File: src/rtl/bus_transfer_sequencer_pkg.sv
// rtl/bus_transfer_sequencer_pkg.sv - shared codes, state type and code validation for the bus transfer sequencer
//
// Contents:
//   NUM_SEL        number of bus endpoints (one-hot vector width)
//   CODE_W         width of a source/destination code
//   CODE_*         5-bit endpoint codes in bus encoder order
//   state_t        sequencer FSM states
//   is_valid_src   code names an existing bus source
//   is_valid_dst   code names an existing, bus-loadable destination

package bus_transfer_sequencer_pkg;

    localparam int NUM_SEL = 27;
    localparam int CODE_W  = 5;

    localparam logic [CODE_W-1:0] CODE_R0     = 5'd0;
    localparam logic [CODE_W-1:0] CODE_R1     = 5'd1;
    localparam logic [CODE_W-1:0] CODE_R2     = 5'd2;
    localparam logic [CODE_W-1:0] CODE_R3     = 5'd3;
    localparam logic [CODE_W-1:0] CODE_R4     = 5'd4;
    localparam logic [CODE_W-1:0] CODE_R5     = 5'd5;
    localparam logic [CODE_W-1:0] CODE_R6     = 5'd6;
    localparam logic [CODE_W-1:0] CODE_R7     = 5'd7;
    localparam logic [CODE_W-1:0] CODE_R8     = 5'd8;
    localparam logic [CODE_W-1:0] CODE_R9     = 5'd9;
    localparam logic [CODE_W-1:0] CODE_R10    = 5'd10;
    localparam logic [CODE_W-1:0] CODE_R11    = 5'd11;
    localparam logic [CODE_W-1:0] CODE_R12    = 5'd12;
    localparam logic [CODE_W-1:0] CODE_R13    = 5'd13;
    localparam logic [CODE_W-1:0] CODE_R14    = 5'd14;
    localparam logic [CODE_W-1:0] CODE_R15    = 5'd15;
    localparam logic [CODE_W-1:0] CODE_HI     = 5'd16;
    localparam logic [CODE_W-1:0] CODE_LO     = 5'd17;
    localparam logic [CODE_W-1:0] CODE_ZHI    = 5'd18;
    localparam logic [CODE_W-1:0] CODE_ZLO    = 5'd19;
    localparam logic [CODE_W-1:0] CODE_PC     = 5'd20;
    localparam logic [CODE_W-1:0] CODE_MDR    = 5'd21;
    localparam logic [CODE_W-1:0] CODE_INPORT = 5'd22;
    localparam logic [CODE_W-1:0] CODE_C      = 5'd23;
    localparam logic [CODE_W-1:0] CODE_Y      = 5'd24;
    localparam logic [CODE_W-1:0] CODE_IR     = 5'd25;
    localparam logic [CODE_W-1:0] CODE_MAR    = 5'd26;

    typedef enum logic [1:0] {
        ST_IDLE  = 2'd0,
        ST_DRIVE = 2'd1,
        ST_LOAD  = 2'd2,
        ST_DONE  = 2'd3
    } state_t;

    // Every endpoint up to MAR can drive the bus.
    function automatic logic is_valid_src(input logic [CODE_W-1:0] code);
        return (code <= CODE_MAR);
    endfunction

    // ZHI/ZLO, InPort and C only ever drive the bus; they have no load enable.
    function automatic logic is_valid_dst(input logic [CODE_W-1:0] code);
        logic ok;
        case (code)
            CODE_ZHI, CODE_ZLO, CODE_INPORT, CODE_C: ok = 1'b0;
            default:                                 ok = (code <= CODE_MAR);
        endcase
        return ok;
    endfunction

endpackage

File: src/rtl/bus_transfer_sequencer_if.sv
// rtl/bus_transfer_sequencer_if.sv - transfer request, bus data and enable/handshake bundle
//
// Signals:
//   start       transfer request from the control unit
//   src_code    bus source code
//   dst_code    destination code
//   bus_in      BusMuxOut word
//   src_out     one-hot out-enables to the bus encoder
//   dst_in      one-hot load-enables to the registers
//   busy        transfer in progress
//   done        one-cycle completion pulse
//   error       one-cycle rejection pulse
//   last_value  word captured on the load cycle
// Modports:
//   master      control unit / bus side
//   slave       sequencer side

interface bus_transfer_sequencer_if;
    import bus_transfer_sequencer_pkg::*;

    logic                 start;
    logic [CODE_W-1:0]    src_code;
    logic [CODE_W-1:0]    dst_code;
    logic [31:0]          bus_in;
    logic [NUM_SEL-1:0]   src_out;
    logic [NUM_SEL-1:0]   dst_in;
    logic                 busy;
    logic                 done;
    logic                 error;
    logic [31:0]          last_value;

    modport master (
        output start, src_code, dst_code, bus_in,
        input  src_out, dst_in, busy, done, error, last_value
    );

    modport slave (
        input  start, src_code, dst_code, bus_in,
        output src_out, dst_in, busy, done, error, last_value
    );

endinterface

File: src/rtl/bus_transfer_sequencer_code_to_onehot_27.sv
// rtl/bus_transfer_sequencer_code_to_onehot_27.sv - 5-bit endpoint code to one-hot enable decoder
//
// Ports:
//   i_code    endpoint code (encoder order)
//   o_onehot  one-hot enable; all zero for codes with no endpoint

module code_to_onehot_27 #(
    parameter int NUM_SEL = 27
) (
    input  logic [4:0]         i_code,
    output logic [NUM_SEL-1:0] o_onehot
);

    // Inverse of the bus encoder: out-of-range codes select nothing,
    // so the result is always zero or one-hot.
    always_comb begin
        o_onehot = '0;
        for (int i = 0; i < NUM_SEL; i++) begin
            if (i_code == 5'(i)) begin
                o_onehot[i] = 1'b1;
            end
        end
    end

endmodule

File: src/rtl/bus_transfer_sequencer.sv
// rtl/bus_transfer_sequencer.sv - register-transfer sequencer: drive source, settle, pulse destination load
//
// Parameters:
//   SETTLE_CYCLES  cycles src_out is held before the load cycle (1..15)
//   NUM_SEL        number of bus endpoints
// Ports:
//   clk    system clock, rising edge
//   clr    synchronous active-low reset
//   xfer   slave side of bus_transfer_sequencer_if (request, bus word,
//          enables, busy/done/error, captured word)

module bus_transfer_sequencer #(
    parameter int SETTLE_CYCLES = 1,
    parameter int NUM_SEL       = bus_transfer_sequencer_pkg::NUM_SEL
) (
    input  logic                      clk,
    input  logic                      clr,
    bus_transfer_sequencer_if.slave   xfer
);
    import bus_transfer_sequencer_pkg::*;

    localparam logic [3:0] LP_CNT_LAST = 4'(SETTLE_CYCLES - 1);

    state_t               r_state;
    state_t               w_state_nxt;
    logic [3:0]           r_cnt;
    logic [3:0]           w_cnt_nxt;
    logic [CODE_W-1:0]    r_src_q;
    logic [CODE_W-1:0]    r_dst_q;
    logic                 w_accept;
    logic                 w_error_nxt;
    logic [CODE_W-1:0]    w_src_sel;
    logic [NUM_SEL-1:0]   w_src_onehot;
    logic [NUM_SEL-1:0]   w_dst_onehot;
    logic [NUM_SEL-1:0]   w_src_out_nxt;
    logic [NUM_SEL-1:0]   w_dst_in_nxt;
    logic [NUM_SEL-1:0]   r_src_out;
    logic [NUM_SEL-1:0]   r_dst_in;
    logic                 r_busy;
    logic                 r_done;
    logic                 r_error;
    logic [31:0]          r_last_value;

    // Outputs are registered, so the enable for the first DRIVE cycle is
    // decoded from the incoming request while still in IDLE; after that
    // the latched code is used.
    assign w_src_sel = (r_state == ST_IDLE) ? xfer.src_code : r_src_q;

    code_to_onehot_27 #(.NUM_SEL(NUM_SEL)) u_src_dec (
        .i_code   (w_src_sel),
        .o_onehot (w_src_onehot)
    );

    code_to_onehot_27 #(.NUM_SEL(NUM_SEL)) u_dst_dec (
        .i_code   (r_dst_q),
        .o_onehot (w_dst_onehot)
    );

    always_comb begin
        w_state_nxt   = r_state;
        w_cnt_nxt     = r_cnt;
        w_accept      = 1'b0;
        w_error_nxt   = 1'b0;
        w_src_out_nxt = '0;
        w_dst_in_nxt  = '0;

        case (r_state)
            ST_IDLE: begin
                if (xfer.start) begin
                    if (is_valid_src(xfer.src_code) && is_valid_dst(xfer.dst_code)) begin
                        w_accept    = 1'b1;
                        w_state_nxt = ST_DRIVE;
                        w_cnt_nxt   = '0;
                    end else begin
                        w_error_nxt = 1'b1;
                    end
                end
            end
            ST_DRIVE: begin
                w_cnt_nxt = r_cnt + 4'd1;
                if (r_cnt == LP_CNT_LAST) begin
                    w_state_nxt = ST_LOAD;
                end
            end
            ST_LOAD: begin
                w_state_nxt = ST_DONE;
            end
            ST_DONE: begin
                w_state_nxt = ST_IDLE;
            end
            default: begin
                w_state_nxt = ST_IDLE;
            end
        endcase

        // Enables are a function of the state being entered, which keeps
        // dst_in confined to the single LOAD cycle.
        if ((w_state_nxt == ST_DRIVE) || (w_state_nxt == ST_LOAD)) begin
            w_src_out_nxt = w_src_onehot;
        end
        if (w_state_nxt == ST_LOAD) begin
            w_dst_in_nxt = w_dst_onehot;
        end
    end

    always_ff @(posedge clk) begin
        if (!clr) begin
            r_state      <= ST_IDLE;
            r_cnt        <= '0;
            r_src_q      <= '0;
            r_dst_q      <= '0;
            r_src_out    <= '0;
            r_dst_in     <= '0;
            r_busy       <= 1'b0;
            r_done       <= 1'b0;
            r_error      <= 1'b0;
            r_last_value <= '0;
        end else begin
            r_state   <= w_state_nxt;
            r_cnt     <= w_cnt_nxt;
            if (w_accept) begin
                r_src_q <= xfer.src_code;
                r_dst_q <= xfer.dst_code;
            end
            r_src_out <= w_src_out_nxt;
            r_dst_in  <= w_dst_in_nxt;
            r_busy    <= (w_state_nxt != ST_IDLE);
            r_done    <= (w_state_nxt == ST_DONE);
            r_error   <= w_error_nxt;
            // The destination loads at the end of LOAD; mirror that word.
            if (r_state == ST_LOAD) begin
                r_last_value <= xfer.bus_in;
            end
        end
    end

    assign xfer.src_out    = r_src_out;
    assign xfer.dst_in     = r_dst_in;
    assign xfer.busy       = r_busy;
    assign xfer.done       = r_done;
    assign xfer.error      = r_error;
    assign xfer.last_value = r_last_value;

endmodule
File: src/flat_wrapper.sv
// flat-port wrapper written by rule: the top's interface ports become plain ports
module bus_transfer_sequencer_flat import bus_transfer_sequencer_pkg::*;
#(
    parameter int SETTLE_CYCLES = 1,
    parameter int NUM_SEL       = bus_transfer_sequencer_pkg::NUM_SEL
)
  (clk, clr, xfer_start, xfer_src_code, xfer_dst_code, xfer_bus_in, xfer_src_out, xfer_dst_in, xfer_busy, xfer_done, xfer_error, xfer_last_value);
  bus_transfer_sequencer_if xfer_i ();
  input  logic clk;
  input  logic clr;
  input wire logic [$bits(xfer_i.start)-1:0] xfer_start;
  input wire logic [$bits(xfer_i.src_code)-1:0] xfer_src_code;
  input wire logic [$bits(xfer_i.dst_code)-1:0] xfer_dst_code;
  input wire logic [$bits(xfer_i.bus_in)-1:0] xfer_bus_in;
  output wire logic [$bits(xfer_i.src_out)-1:0] xfer_src_out;
  output wire logic [$bits(xfer_i.dst_in)-1:0] xfer_dst_in;
  output wire logic [$bits(xfer_i.busy)-1:0] xfer_busy;
  output wire logic [$bits(xfer_i.done)-1:0] xfer_done;
  output wire logic [$bits(xfer_i.error)-1:0] xfer_error;
  output wire logic [$bits(xfer_i.last_value)-1:0] xfer_last_value;
  assign xfer_i.start = xfer_start;
  assign xfer_i.src_code = xfer_src_code;
  assign xfer_i.dst_code = xfer_dst_code;
  assign xfer_i.bus_in = xfer_bus_in;
  assign xfer_src_out = xfer_i.src_out;
  assign xfer_dst_in = xfer_i.dst_in;
  assign xfer_busy = xfer_i.busy;
  assign xfer_done = xfer_i.done;
  assign xfer_error = xfer_i.error;
  assign xfer_last_value = xfer_i.last_value;
  bus_transfer_sequencer #(.SETTLE_CYCLES(SETTLE_CYCLES), .NUM_SEL(NUM_SEL)) u_core (.clk(clk), .clr(clr), .xfer(xfer_i));
endmodule
File: config.mk
export PLATFORM = sky130hd
export DESIGN_NAME = bus_transfer_sequencer_flat
export DESIGN_NICKNAME = d
export VERILOG_FILES = /design/src/rtl/bus_transfer_sequencer_pkg.sv /design/src/rtl/bus_transfer_sequencer_if.sv /design/src/rtl/bus_transfer_sequencer_code_to_onehot_27.sv /design/src/rtl/bus_transfer_sequencer.sv /design/src/flat_wrapper.sv
export SDC_FILE = /design/constraint.sdc
export NUM_CORES = 1
export LEC_CHECK = 0
export CAP_MARGIN = 40
export CORE_MARGIN = 4
export CORE_UTILIZATION = 45
export CTS_BUF_LIST = sky130_fd_sc_hd__clkbuf_16
export CTS_CLUSTER_DIAMETER = 120
export DETAILED_ROUTE_END_ITERATION = 10
export GPL_TIMING_DRIVEN = 0
export PLACE_DENSITY_LB_ADDON = 0.1
export SLEW_MARGIN = 20
export SYNTH_ARGS = -nofsm -noshare
export SYNTH_HDL_FRONTEND = slang
export SYNTH_SLANG_ARGS = --single-unit
File: constraint.sdc
create_clock -name clk -period 5.54 [get_ports clk]
set_clock_uncertainty 0.2 [all_clocks]
set_input_delay 0.831 -clock clk [delete_from_list [all_inputs] [get_ports clk]]
set_output_delay 0.831 -clock clk [all_outputs]
set_load 0.02 [all_outputs]
==> impl_metrics.csv, run 1 <==
group,metric,value,unit
outcome,status,"finished clean",
cells_and_area,nFillCells,647,
logic_synthesis,ys.flop_type,"dfxtp_1",
critical_path,crit_start,"xfer_dst_code[3]",
critical_path,crit_fanout,10,
cts,cts.repair.resized,0,
floorplan,io_pins,134,
cts,cts_setup_buffers,0,
floorplan,die_w,98.1,um
cells_and_area,multi_input_area,1430,sq um
logic_synthesis,avgSynthCellArea,9.11,sq um
power_and_ir_drop,p_leak,0.00196,uW
power_and_ir_drop,ir_drop,170,uV
power_and_ir_drop,switching_share,26.4,%
logic_synthesis,synth_nets,450,
timing,setup_viol,0,
route,avgRoutedWirePerCell,13.0,um
critical_path,rrSetupSlack,2.89,ns
timing,report.final.slew_viol_count,0,
route,drt-pass1-iter-count,4,
timing,max-slew-margin-rel,54.1,%
timing,fin_ws,2.24,ns
logic_synthesis,synthArstFlopShare,0,%
critical_path,crit_path_end,"u_core.xfer.src_out[15]",
timing,rsz0062_at_grt,"no",
critical_path,r2r-end,"u_core.xfer.src_out[15]",
global_route,grt_max_degree,19,
floorplan,num_rows,32,
timing,fin_crit_sh,59.6,%
timing,period_needed,3.30,ns
global_route,antenna_found_initial,0,
logic_synthesis,synth_seq_area_share,57.5,%
critical_path,crit_arrival,3.38,ns
cells_and_area,final-seq-area,2100,sq um
logic_synthesis,synth_seq_cells,105,
route,wirelength,8.49,mm
floorplan,die-area,9630,sq um
cts,clk_root_buffer_cell,"clkbuf_16",
min_path,min-delay-start,"u_core.xfer.last_value[19]",
logic_synthesis,mappedNetlistArea,3650,sq um
power_and_ir_drop,pwr_density_cell,319,nW/um^2
logic_synthesis,yosysUniqueCellTypes,38,
route,drc_errors,0,
cts,clk_pin_slew_worst_paths,0.07,ns
power_and_ir_drop,switching_power,456,uW
floorplan,initial_core_util,46.8,%
power_and_ir_drop,clkPwrFrac,37.0,%
floorplan,core,7810,sq um
critical_path,ff2ff_path_depth,10,
global_route,grt-ovfl-total,0,
cells_and_area,areaGrowthSynthToFinish,48.0,%
critical_path,worstSetupEndpointType,"flip-flop",
place,post-place-ws,1.89,ns
cts,clock-sinks,105,
floorplan,fp.dieH,98.1,um
cts,htree_levels,3,
timing,setup_tns,0,ns
route,drtIter0Drc,81,
power_and_ir_drop,p_comb_share,16.0,%
power_and_ir_drop,intPower,1270,uW
cts,cts_hold_buf,0,
critical_path,reg2reg_from,"u_core.r_state[1]",
power_and_ir_drop,sequentialPowerShare,47.0,%
global_route,track_usage,18.0,%
cts,cts_tree,"yes",
route,ant_nets,0,
cts,cts_buffer_depth,2,
cts,numCtsBuffers,9,
timing,max_freq,303,MHz
place,gp_congestion,0.806,
cells_and_area,n_antenna_cell,0,
flow_run,maxCapViolations,0,
global_route,grt_pass1_vias,2989,
logic_synthesis,synth-edff-count,0,
route,routed-via-count,3090,
min_path,hold_class,"reg -> reg",
critical_path,start_kind,"input port",
place,io_buffers,132,
cells_and_area,final_nets,593,
timing,worst_slew_pin_slew,0.686,ns
place,dp_hpwl,6.32,mm
power_and_ir_drop,power,1720,uW
logic_synthesis,yosysWarnings,0,
cts,insertion_delay,0.34,ns
route,viasPerCell,4.75,
timing,final_hold_viol_count,0,
critical_path,path_class,"in -> reg",
cells_and_area,drive_above_1_share,4.92,%
critical_path,worst_ep_required_time,5.61,ns
global_route,grt_first_pass_wirelength,14.2,mm
logic_synthesis,synth_cells,401,
==> power by group through the flow <==
stage	clock network, uW	logic [uW]	registers (uW)
detailed placement	0	278	827
floorplan	0	130	854
global placement	0	273	826
finish	639	276	810
CTS	654	279	810
global route	686	305	814
==> worst max-delay path, cell delays in order <==
cell	delay [ns]
clkdlybuf4s50_1	0.50
nor2b_1	0.15
o21ai_1	0.16
nor3_4	0.46
buf_8	0.21
nor3_1	0.08
ha_1	0.29
nand2_1	0.07
and3b_1	0.33
nand2_1	0.15
nor2_1	0.12
==> state kept, by name, summed over array words and instances, names as in the netlist <==
signal                  cells
u_core.xfer.src_out        27
u_core.xfer.done            1
u_core.r_src_q              5
u_core.xfer.busy            1
u_core.r_cnt                4
u_core.xfer.last_value     32
u_core.r_state              2
u_core.r_dst_q              5
u_core.xfer.dst_in         27
u_core.xfer.error           1
==> through the flow <==
stage	util [%]	instances	instance area [sq um]	hold WS, ns
6_report	69.3	651	5410	0.262
4_1_cts	69.3	651	5410	0.266
3_5_place_dp	65.4	635	5100	0.256
2_1_floorplan	-	401	3650	0.231
3_3_place_gp	65.4	635	5100	0.244
5_1_grt	69.3	651	5410	0.288
==> routing by layer <==
metal | GRT usage (%) | vias to the layer above | part of all wire [%]
met3 | 6.14 | 8 | 8.0
met5 | 0 | - | 0
met4 | 5.43 | 0 | 1.0
met2 | 30.8 | 99 | 49
met1 | 21.5 | 1403 | 42
li1 | - | 1580 | -
==> cell families after synthesis <==
logic type	Yosys count	share of synthesized area, %
simple gates	205	24.9
flops	105	57.5
compound gates	47	9.24
buf+inv	26	3.29
mux	11	3.01
fa+ha+maj	4	1.37
xor+xnor	3	0.719
==> worst min-delay path by stage <==
stage,slack (ns),to,cells past startpoint
finish,0.26,u_core.xfer.last_value[19],2
global route,0.29,u_core.xfer.last_value[11],2
CTS,0.27,u_core.xfer.last_value[12],2
detailed placement,0.26,u_core.r_src_q[4],2
global placement,0.24,u_core.r_src_q[4],2
floorplan,0.23,u_core.r_src_q[4],2
==> cells in the final DEF, fill, tap and decap left out, types with 2 or more instances in the layout <==
master / n
a21boi_0: 32
a21oi_1: 4
a31oi_1: 4
buf_2: 6
clkbuf_1: 13
clkbuf_16: 9
clkdlybuf4s50_1: 132
clkinvlp_4: 2
dfxtp_1: 105
ha_1: 4
inv_1: 6
inv_8: 2
mux2i_1: 11
nand2_1: 105
nand2b_1: 8
nand3_1: 2
nor2_1: 54
nor2b_1: 6
nor3_1: 9
nor3b_1: 6
o21ai_0: 3
or3_1: 2
or4b_1: 2
xor2_1: 2
==> cell usage after synthesis, drive strengths merged (4+ instances only) <==
master	n	share of area, %
a21boi	32	6.6
a21oi	4	0.55
a31oi	4	0.68
buf	8	1.4
clkbuf	13	1.3
dfxtp	105	58
ha	4	1.4
inv	5	0.51
mux2i	11	3.0
nand2	106	11
nand2b	8	1.4
nor2	55	5.9
nor2b	6	1.0
nor3	10	1.7
nor3b	6	1.2
o21ai	4	0.55
==> final cells by class <==
class	instances	share of cell area [%]
Sequential cell	105	38.9
Multi-Input combinational cell	270	26.5
Timing Repair Buffer	132	24.4
Clock buffer	9	4.16
Tap cell	102	2.36
Buffer	21	1.87
Clock inverter	7	1.48
Inverter	5	0.347
No activity file was read; power rests on OpenSTA's default activity.
==> run 2, diff against run 1 <==
- CORE_UTILIZATION: 45 -> 44
- clock period: 5.54 -> 3.1 ns (I/O delays scaled with it)
==> impl_metrics.csv, run 2 (synthesis gave the netlist of run 1 again) <==
group,metric,value,unit
cts,cts_setup_buffers,0,
timing,report.final.slew_viol_count,0,
global_route,track_usage,17.2,%
place,gp_congestion,0.855,
route,viasPerCell,4.73,
route,drtIter0Drc,72,
floorplan,num_rows,32,
cts,cts_hold_buf,0,
floorplan,initial_core_util,46.3,%
cts,cts_buffer_depth,2,
critical_path,path_class,"in -> reg",
floorplan,core,7890,sq um
global_route,grt_pass1_vias,2941,
min_path,hold_class,"reg -> reg",
route,ant_nets,0,
timing,fin_ws,0.189,ns
route,drt-pass1-iter-count,4,
cells_and_area,fin_util,68.4,%
critical_path,worstSetupEndpointType,"flip-flop",
cts,insertion_delay,0.34,ns
timing,period_needed,2.91,ns
critical_path,start_kind,"input port",
power_and_ir_drop,pwr_density_cell,561,nW/um^2
power_and_ir_drop,p_leak,0.00196,uW
cells_and_area,n_antenna_cell,0,
floorplan,die-area,9830,sq um
floorplan,die_w,99.1,um
global_route,grt_first_pass_wirelength,13.7,mm
floorplan,fp.dieH,99.1,um
place,dp_hpwl,6.49,mm
timing,worst_slew_pin_slew,0.723,ns
global_route,grt_max_degree,20,
critical_path,cp_top_family,"simple AND/OR/NAND/NOR gates",
critical_path,max_stage_delay,0.50,ns
cts,clk_root_buffer_cell,"clkbuf_16",
global_route,antenna_found_initial,0,
global_route,grt-ovfl-total,0,
route,wirelength,8.62,mm
cells_and_area,areaGrowthSynthToFinish,47.7,%
route,avgRoutedWirePerCell,13.2,um
cts,numCtsBuffers,9,
place,dpl.cell_count,635,
timing,rsz0062_at_grt,"no",
floorplan,io_pins,134,
power_and_ir_drop,power,3030,uW
timing,final_hold_viol_count,0,
timing,max-slew-margin-rel,51.6,%
critical_path,rrSetupSlack,0.45,ns
timing,fin_crit_sh,93.9,%
cts,clock-sinks,105,
timing,setup_viol,0,
outcome,status,"finished clean",
cts,clk_pin_slew_worst_paths,0.07,ns
critical_path,worst-path-buf-inv,2,
cells_and_area,final_nets,593,
route,drc_errors,0,
cells_and_area,mostFrequentLayoutCells,"clkdlybuf4s50_1 (132), nand2_1 (105), dfxtp_1 (105), nor2_1 (53), a21boi_0 (32)",
cells_and_area,drive_above_1_share,5.10,%
cells_and_area,largest_reg_flops,32,
critical_path,worstPathCellList,"clkdlybuf4s50_1, nor2b_1, o21ai_1, nor3_4, buf_8, nor3_1, ha_1, nand2_1, a21oi_1, nand2_1, nor2_1",
cells_and_area,mostFrequentLayoutCell,"clkdlybuf4s50_1",
route,routed-via-count,3082,
power_and_ir_drop,ir_drop,369,uV
critical_path,crit_path_frequent_cell,"nand2_1",
cts,htree_levels,3,
cts,cts_tree,"yes",
timing,max_freq,344,MHz
place,io_buffers,132,
cells_and_area,fin_cells,651,
critical_path,crit_fanout,10,
critical_path,worst_ep_required_time,3.18,ns
critical_path,crit_arrival,2.99,ns
critical_path,cp_slowest_cell,"clkdlybuf4s50_1",
place,post-place-ws,-0.142,ns
flow_run,maxCapViolations,0,
==> run 2: power breakdown <==
group	internal (uW)	switching [uW]	total [uW]
sequential	1410	38.5	1450
clock	562	522	1080
combinational	223	272	495
==> run 2: final cells by class <==
cell class / instances / area, sq um
plain buffers: 21 / 101
clock buffers: 9 / 225
clock inverters: 7 / 65.1
flip-flops and latches: 105 / 2100
inverters: 5 / 18.8
fillers: 666 / 2490
multi-input cells: 270 / 1440
repair buffers: 132 / 1320
well taps: 102 / 128
==> run 2: worst reg2reg max path, delay by kind of cell (launching register included) <==
kind                       cells  cell delay, ns
adders and majority gates      1            0.28
buffers and inverters          1            0.21
and+or+nand+nor                7            1.15
AOI/OAI and AO/OA              1            0.34
DFF                            1            0.42
==> run 2: worst paths after layout <==
path,start,end,cells past startpoint
min,u_core.r_src_q[4],u_core.r_src_q[4],2
max,xfer_dst_code[3],u_core.xfer.src_out[16],11
max reg2reg,u_core.r_state[1],u_core.xfer.src_out[16],10
min reg2reg,u_core.r_src_q[4],u_core.r_src_q[4],2
==> run 2: stage by stage <==
stage                     setup TNS (ns)  instance area (sq um)  hold slack [ns]
after floorplan                        0                   3650            0.231
after global placement             -2.91                   5100            0.243
after detailed placement           -3.80                   5100            0.255
after CTS                              0                   5390            0.266
after global routing                   0                   5400            0.283
final                                  0                   5400            0.262
==> run 2: timing repair <==
| action | CTS | global route |
|---|---|---|
| hold endpoints to repair | 0 | 0 |
| gates resized for setup | 0 | 1 |
| endpoints found under the setup margin | 0 | 1 |
==> run 2: metal layers <==
layer / part of all wire, % / track usage (%) / vias to the layer above
li1: - / - / 1586
met1: 42 / 20.1 / 1398
met2: 49 / 30.1 / 89
met3: 8.1 / 6.17 / 9
met4: 1.1 / 4.41 / 0
met5: 0 / 0 / -
==> run 3, diff against run 2 <==
- SKIP_CTS_REPAIR_TIMING: not set -> 1
==> results of run 3 <==
The final DEF is identical to that of run 2; final timing and power are the same.
